File: src/rtl/proc_ctrl_pkg.sv
// rtl/proc_ctrl_pkg.sv - shared encodings for the processor control sequencer
package proc_ctrl_pkg;

  typedef enum logic [2:0] {
    ST_IDLE    = 3'd0,
    ST_FETCH   = 3'd1,
    ST_DECODE  = 3'd2,
    ST_EXECUTE = 3'd3,
    ST_MEM     = 3'd4,
    ST_HALTED  = 3'd5
  } state_t;

  localparam logic [1:0] PC_INC    = 2'd0;
  localparam logic [1:0] PC_BRANCH = 2'd1;
  localparam logic [1:0] PC_JUMP   = 2'd2;
  localparam logic [1:0] PC_ZERO   = 2'd3;

  localparam int CLS_W         = 17;
  localparam int CLS_ARITH_2OP = 0;
  localparam int CLS_ARITH_1OP = 1;
  localparam int CLS_MOVI_LO   = 2;
  localparam int CLS_MOVI_HI   = 3;
  localparam int CLS_ADDI      = 4;
  localparam int CLS_SUBI      = 5;
  localparam int CLS_LOAD      = 6;
  localparam int CLS_STORE     = 7;
  localparam int CLS_BEQ       = 8;
  localparam int CLS_BGE       = 9;
  localparam int CLS_BLE       = 10;
  localparam int CLS_BC        = 11;
  localparam int CLS_JUMP      = 12;
  localparam int CLS_STC       = 13;
  localparam int CLS_STB       = 14;
  localparam int CLS_HALT      = 15;
  localparam int CLS_RST       = 16;

endpackage

File: src/rtl/branch_resolve.sv
// rtl/branch_resolve.sv - picks the comparison bit matching the active branch class
module branch_resolve
  import proc_ctrl_pkg::*;
(
  input  logic [CLS_W-1:0] instr_cls,
  input  logic [3:0]       cond,
  output logic             is_branch,
  output logic             taken
);

  // cond is {carry, le, ge, eq}; the highest set branch bit decides
  always_comb begin
    taken     = 1'b0;
    is_branch = instr_cls[CLS_BC] | instr_cls[CLS_BLE] |
                instr_cls[CLS_BGE] | instr_cls[CLS_BEQ];
    if (instr_cls[CLS_BC])       taken = cond[3];
    else if (instr_cls[CLS_BLE]) taken = cond[2];
    else if (instr_cls[CLS_BGE]) taken = cond[1];
    else if (instr_cls[CLS_BEQ]) taken = cond[0];
  end

endmodule

File: src/rtl/proc_sequencer.sv
// rtl/proc_sequencer.sv - fetch/decode/execute/memory control sequencer
module proc_sequencer
  import proc_ctrl_pkg::*;
(
  input  logic             clk_pi,
  input  logic             reset_pi,
  input  logic [CLS_W-1:0] instr_cls_pi,
  input  logic [3:0]       cond_pi,
  input  logic             mem_ack_pi,
  output logic             mem_req_po,
  output logic             mem_we_po,
  output logic             mem_addr_sel_po,
  output logic             ir_we_po,
  output logic             pc_we_po,
  output logic [1:0]       pc_sel_po,
  output logic             rf_we_po,
  output logic             flag_we_po,
  output logic             carry_set_po,
  output logic             borrow_set_po,
  output logic             soft_rst_po,
  output logic             halted_po,
  output logic [15:0]      instret_po
);

  state_t      state_q, state_d;
  logic        mem_store_q, mem_store_d;
  logic [15:0] instret_q;
  logic        is_branch, br_taken;

  branch_resolve u_branch_resolve (
    .instr_cls (instr_cls_pi),
    .cond      (cond_pi),
    .is_branch (is_branch),
    .taken     (br_taken)
  );

  always_ff @(posedge clk_pi) begin
    if (reset_pi) begin
      state_q     <= ST_IDLE;
      mem_store_q <= 1'b0;
      instret_q   <= 16'd0;
    end else begin
      state_q     <= state_d;
      mem_store_q <= mem_store_d;
      if (pc_we_po && soft_rst_po) instret_q <= 16'd0;
      else if (pc_we_po)           instret_q <= instret_q + 16'd1;
    end
  end

  always_comb begin
    state_d         = state_q;
    mem_store_d     = mem_store_q;
    mem_req_po      = 1'b0;
    mem_we_po       = 1'b0;
    mem_addr_sel_po = 1'b0;
    ir_we_po        = 1'b0;
    pc_we_po        = 1'b0;
    pc_sel_po       = PC_INC;
    rf_we_po        = 1'b0;
    flag_we_po      = 1'b0;
    carry_set_po    = 1'b0;
    borrow_set_po   = 1'b0;
    soft_rst_po     = 1'b0;
    halted_po       = 1'b0;

    case (state_q)
      ST_IDLE: state_d = ST_FETCH;
      ST_FETCH: begin
        mem_req_po = 1'b1;
        if (mem_ack_pi) begin
          ir_we_po = 1'b1;
          state_d  = ST_DECODE;
        end
      end
      ST_DECODE: state_d = ST_EXECUTE;
      ST_EXECUTE: begin
        state_d = ST_FETCH;
        if (instr_cls_pi[CLS_HALT]) begin
          state_d = ST_HALTED;
        end else if (instr_cls_pi[CLS_RST]) begin
          soft_rst_po = 1'b1;
          pc_we_po    = 1'b1;
          pc_sel_po   = PC_ZERO;
        end else if (instr_cls_pi[CLS_JUMP]) begin
          pc_we_po  = 1'b1;
          pc_sel_po = PC_JUMP;
        end else if (is_branch) begin
          pc_we_po  = 1'b1;
          pc_sel_po = br_taken ? PC_BRANCH : PC_INC;
        end else if (instr_cls_pi[CLS_STORE] || instr_cls_pi[CLS_LOAD]) begin
          // latch the direction so the memory request stays stable until ack
          mem_store_d = instr_cls_pi[CLS_STORE];
          state_d     = ST_MEM;
        end else if (|instr_cls_pi[CLS_SUBI:CLS_ARITH_2OP]) begin
          rf_we_po   = 1'b1;
          pc_we_po   = 1'b1;
          // addi/subi outrank movi; arith ops only win when no movi bit is set
          flag_we_po = instr_cls_pi[CLS_SUBI] | instr_cls_pi[CLS_ADDI] |
                       ~(instr_cls_pi[CLS_MOVI_HI] | instr_cls_pi[CLS_MOVI_LO]);
        end else if (instr_cls_pi[CLS_STB]) begin
          borrow_set_po = 1'b1;
          pc_we_po      = 1'b1;
        end else if (instr_cls_pi[CLS_STC]) begin
          carry_set_po = 1'b1;
          pc_we_po     = 1'b1;
        end else begin
          pc_we_po = 1'b1;
        end
      end
      ST_MEM: begin
        mem_req_po      = 1'b1;
        mem_addr_sel_po = 1'b1;
        mem_we_po       = mem_store_q;
        if (mem_ack_pi) begin
          rf_we_po = ~mem_store_q;
          pc_we_po = 1'b1;
          state_d  = ST_FETCH;
        end
      end
      ST_HALTED: halted_po = 1'b1;
      default: state_d = ST_IDLE;
    endcase

    // outputs are forced quiet while reset is held, whatever the state
    if (reset_pi) begin
      mem_req_po      = 1'b0;
      mem_we_po       = 1'b0;
      mem_addr_sel_po = 1'b0;
      ir_we_po        = 1'b0;
      pc_we_po        = 1'b0;
      pc_sel_po       = PC_INC;
      rf_we_po        = 1'b0;
      flag_we_po      = 1'b0;
      carry_set_po    = 1'b0;
      borrow_set_po   = 1'b0;
      soft_rst_po     = 1'b0;
      halted_po       = 1'b0;
    end
  end

  assign instret_po = reset_pi ? 16'd0 : instret_q;

endmodule

File: config.mk
export PLATFORM = sky130hd
export DESIGN_NAME = proc_sequencer
export DESIGN_NICKNAME = d
export VERILOG_FILES = /design/src/rtl/proc_ctrl_pkg.sv /design/src/rtl/branch_resolve.sv /design/src/rtl/proc_sequencer.sv
export SDC_FILE = /design/constraint.sdc
export NUM_CORES = 1
export LEC_CHECK = 0
export BUFFER_PORTS_ARGS = -buffer_cell sky130_fd_sc_hd__buf_4
export CAP_MARGIN = 30
export CORE_UTILIZATION = 45
export CTS_CLUSTER_SIZE = 20
export DETAILED_ROUTE_END_ITERATION = 8
export PLACE_DENSITY = 0.79
export SLEW_MARGIN = 20
export SYNTH_ARGS = -nofsm -noshare
export SYNTH_HDL_FRONTEND = slang
export SYNTH_SLANG_ARGS = --single-unit
File: constraint.sdc
create_clock -name clk_pi -period 3.94 [get_ports clk_pi]
set_clock_uncertainty 0.2 [all_clocks]
set_input_delay 0.394 -clock clk_pi [delete_from_list [all_inputs] [get_ports clk_pi]]
set_output_delay 0.394 -clock clk_pi [all_outputs]
set_load 0.02 [all_outputs]
==> reports/results.tsv <==
metric	value	unit
status	complete, no violations	
hold_violations	0	
crit_fanout	10	
fp.dieArea	3200	um2
post_cts_buffers	0	
chipHeight	56.6	um
wl_per_cell	14.1	um
via_per_inst	5.90	
place.port_buffers	52	
syn_nets	191	
cts-hold-fix-buffers	0	
clk_latency	0.29	ns
grt_pass1_wl	5.66	mm
end_kind	output pin	
yosys-mux-area-fraction	0	%
vdd_drop_max	0.224	mV
final_cell_mix	buf_4 (52), dfxtp_1 (20), nor2_1 (19)	
ys_seq_elements	20	
critPathLaunchType	primary input	
final_common_cell	buf_4	
num_io_pins	53	
synthDistinctLibCells	45	
rows	19	
hold_slack	0.179	ns
power	0.358	mW
worst_ep_required_time	3.35	ns
hpwl	2.59	mm
synth-simple-area-share	38.6	%
period_minus_slack	2.65	ns
synth_xor_area_share	5.88	%
grt_max_degree	29	
seq_area_frac_synth	29.9	%
grt.overflow.total	0	
p_leak	0.714	nW
path_cells	buf_4, nor4_1, nand3b_1, a22oi_2, inv_1, buf_4	
cts_htree_levels	1	
grt_usage	22.2	%
coreArea	2780	um2
fin_crit_sh	67.3	%
drt_first_iter_violations	51	
drv_slew	0	
antenna_left	0	
rsz0062_at_grt	false	
power.density	203	nW/um2
worst_pin_slew	0.577	ns
synth_edf_count	0	
drc	0	
start_util	48.2	%
cts.reportedPaths.clkPinSlew	0.10	ns
synth_flop_cell	dfxtp_1	
num_antenna_cells	0	
first_global_vias	1301	
cts.sinks	20	
max-slew-margin-rel	61.2	%
async_flop_share	0	%
synthesis.area	1340	um2
area_growth	31.4	%
tns	0	ns
die_w	56.6	um
synth_cells	166	
dr.pass1.iters	4	
cpMaxStageDelayCell	nor4_1	
drv_cap	0	
synth_fa_ha_area_share	0.933	%
yosysWarnings	0	
crit_path_frequent_cell	buf_4	
finalSetupViolCount	0	
routed_wl	3.46	mm
critical-path-max-stage-delay	0.54	ns
worstPathArrival	2.06	ns
cts_root_buf	clkbuf_4	
layout.nets	242	
antenna_found_initial	0	
gp_congestion	0.836	
vias	1451	
num-fill-cells	252	
cts_resized	0	
worstSetupPathType	in2out	
synth_top_family_by_area	simple AND/OR/NAND/NOR gates	
worstHoldPathType	in2reg	
drive_gt1_share	29.8	%
clock_path_buffers	2	
tritoncts	done	
synth_compound_area_share	21.1	%
avgSynthCellArea	8.08	um2
fmaxAchievable	0.377	GHz
numCtsBuffers	3	
==> power breakdown <==
part           internal (mW)  leakage (nW)  total [mW]  switching, mW
logic                 0.0271         0.539      0.0555         0.0284
clock network         0.0356        0.0138      0.0925         0.0569
registers              0.204         0.162       0.210        0.00542
==> critical path, delay by kind of cell <==
kind                   cells  cell delay [ns]
buffers and inverters      3             0.46
and+or+nand+nor            2             0.78
AOI/OAI and AO/OA          1             0.43
==> final cells by class <==
class | instances | area, um2 | area share [%]
Clock buffer | 3 | 22.5 | 1.28
Inverter | 5 | 18.8 | 1.06
Tap cell | 31 | 38.8 | 2.20
Multi-Input combinational cell | 135 | 892 | 50.6
Sequential cell | 20 | 400 | 22.7
Timing Repair Buffer | 52 | 390 | 22.1
==> state kept, by name, summed over array words and instances, names as in the netlist <==
register and count:
instret_q 16, mem_store_q 1, state_q 3
==> synthesized netlist by cell type, types with 2 or more instances <==
cell type   n  area (um2)
nor4_1      2        12.5
nand3b_1    2        15.0
a21oi_1    13        65.1
and3_1      2        12.5
or4_1       4        30.0
nand2_1     8        30.0
o2111ai_1   3        26.3
and4_1      4        35.0
o21ai_0     8        40.0
clkbuf_1    5        18.8
o211ai_1    2        15.0
a211oi_1    2        15.0
xor2_1      8        70.1
inv_1       5        18.8
o31ai_1     3        22.5
nor2_1     19        71.3
or3_1       3        18.8
nor3_1      4        20.0
and2_1      2        12.5
nor2b_1    17         106
nor4b_1     2        17.5
nand3_1     6        30.0
dfxtp_1    20         400
==> routing by layer <==
| metal | track usage (%) | routed length, um | vias to the layer above |
|---|---|---|---|
| met2 | 36.6 | 1730 | 53 |
| li1 | - | - | 715 |
| met5 | 0 | 0 | - |
| met4 | 10.8 | 48 | 0 |
| met1 | 26.3 | 1440 | 677 |
| met3 | 5.99 | 244 | 6 |
==> stage by stage <==
step | instances | instance area, um2 | util [%] | setup slack (ns)
floorplan | 166 | 1340 | - | 1.69
global placement | 243 | 1740 | 62.6 | 1.42
detailed placement | 243 | 1740 | 62.6 | 1.33
CTS | 246 | 1760 | 63.4 | 1.33
global route | 246 | 1760 | 63.4 | 1.12
finish | 246 | 1760 | 63.4 | 1.29
==> path summary, 6_finish.rpt <==
check / from / endpoint / slack [ns] / cells after the start
setup / recovery: instr_cls_pi[10] / pc_we_po / 1.29 / 6
hold reg to reg: instret_q[10] / instret_q[10] / 0.31 / 2
setup reg to reg: state_q[1] / instret_q[12] / 1.62 / 5
hold / removal: instr_cls_pi[7] / mem_store_q / 0.18 / 3
==> cell families (layout without fill, tap and decap cells) <==
group | Yosys count | after routing
AO/OA/AOI/OAI | 41 | 41
adder cells (fa/ha/maj) | 1 | 1
XOR/XNOR | 9 | 9
buffers and inverters | 11 | 60
flip-flops | 20 | 20
AND/OR/NAND/NOR | 84 | 84
No activity file was read; power rests on OpenSTA's default activity.
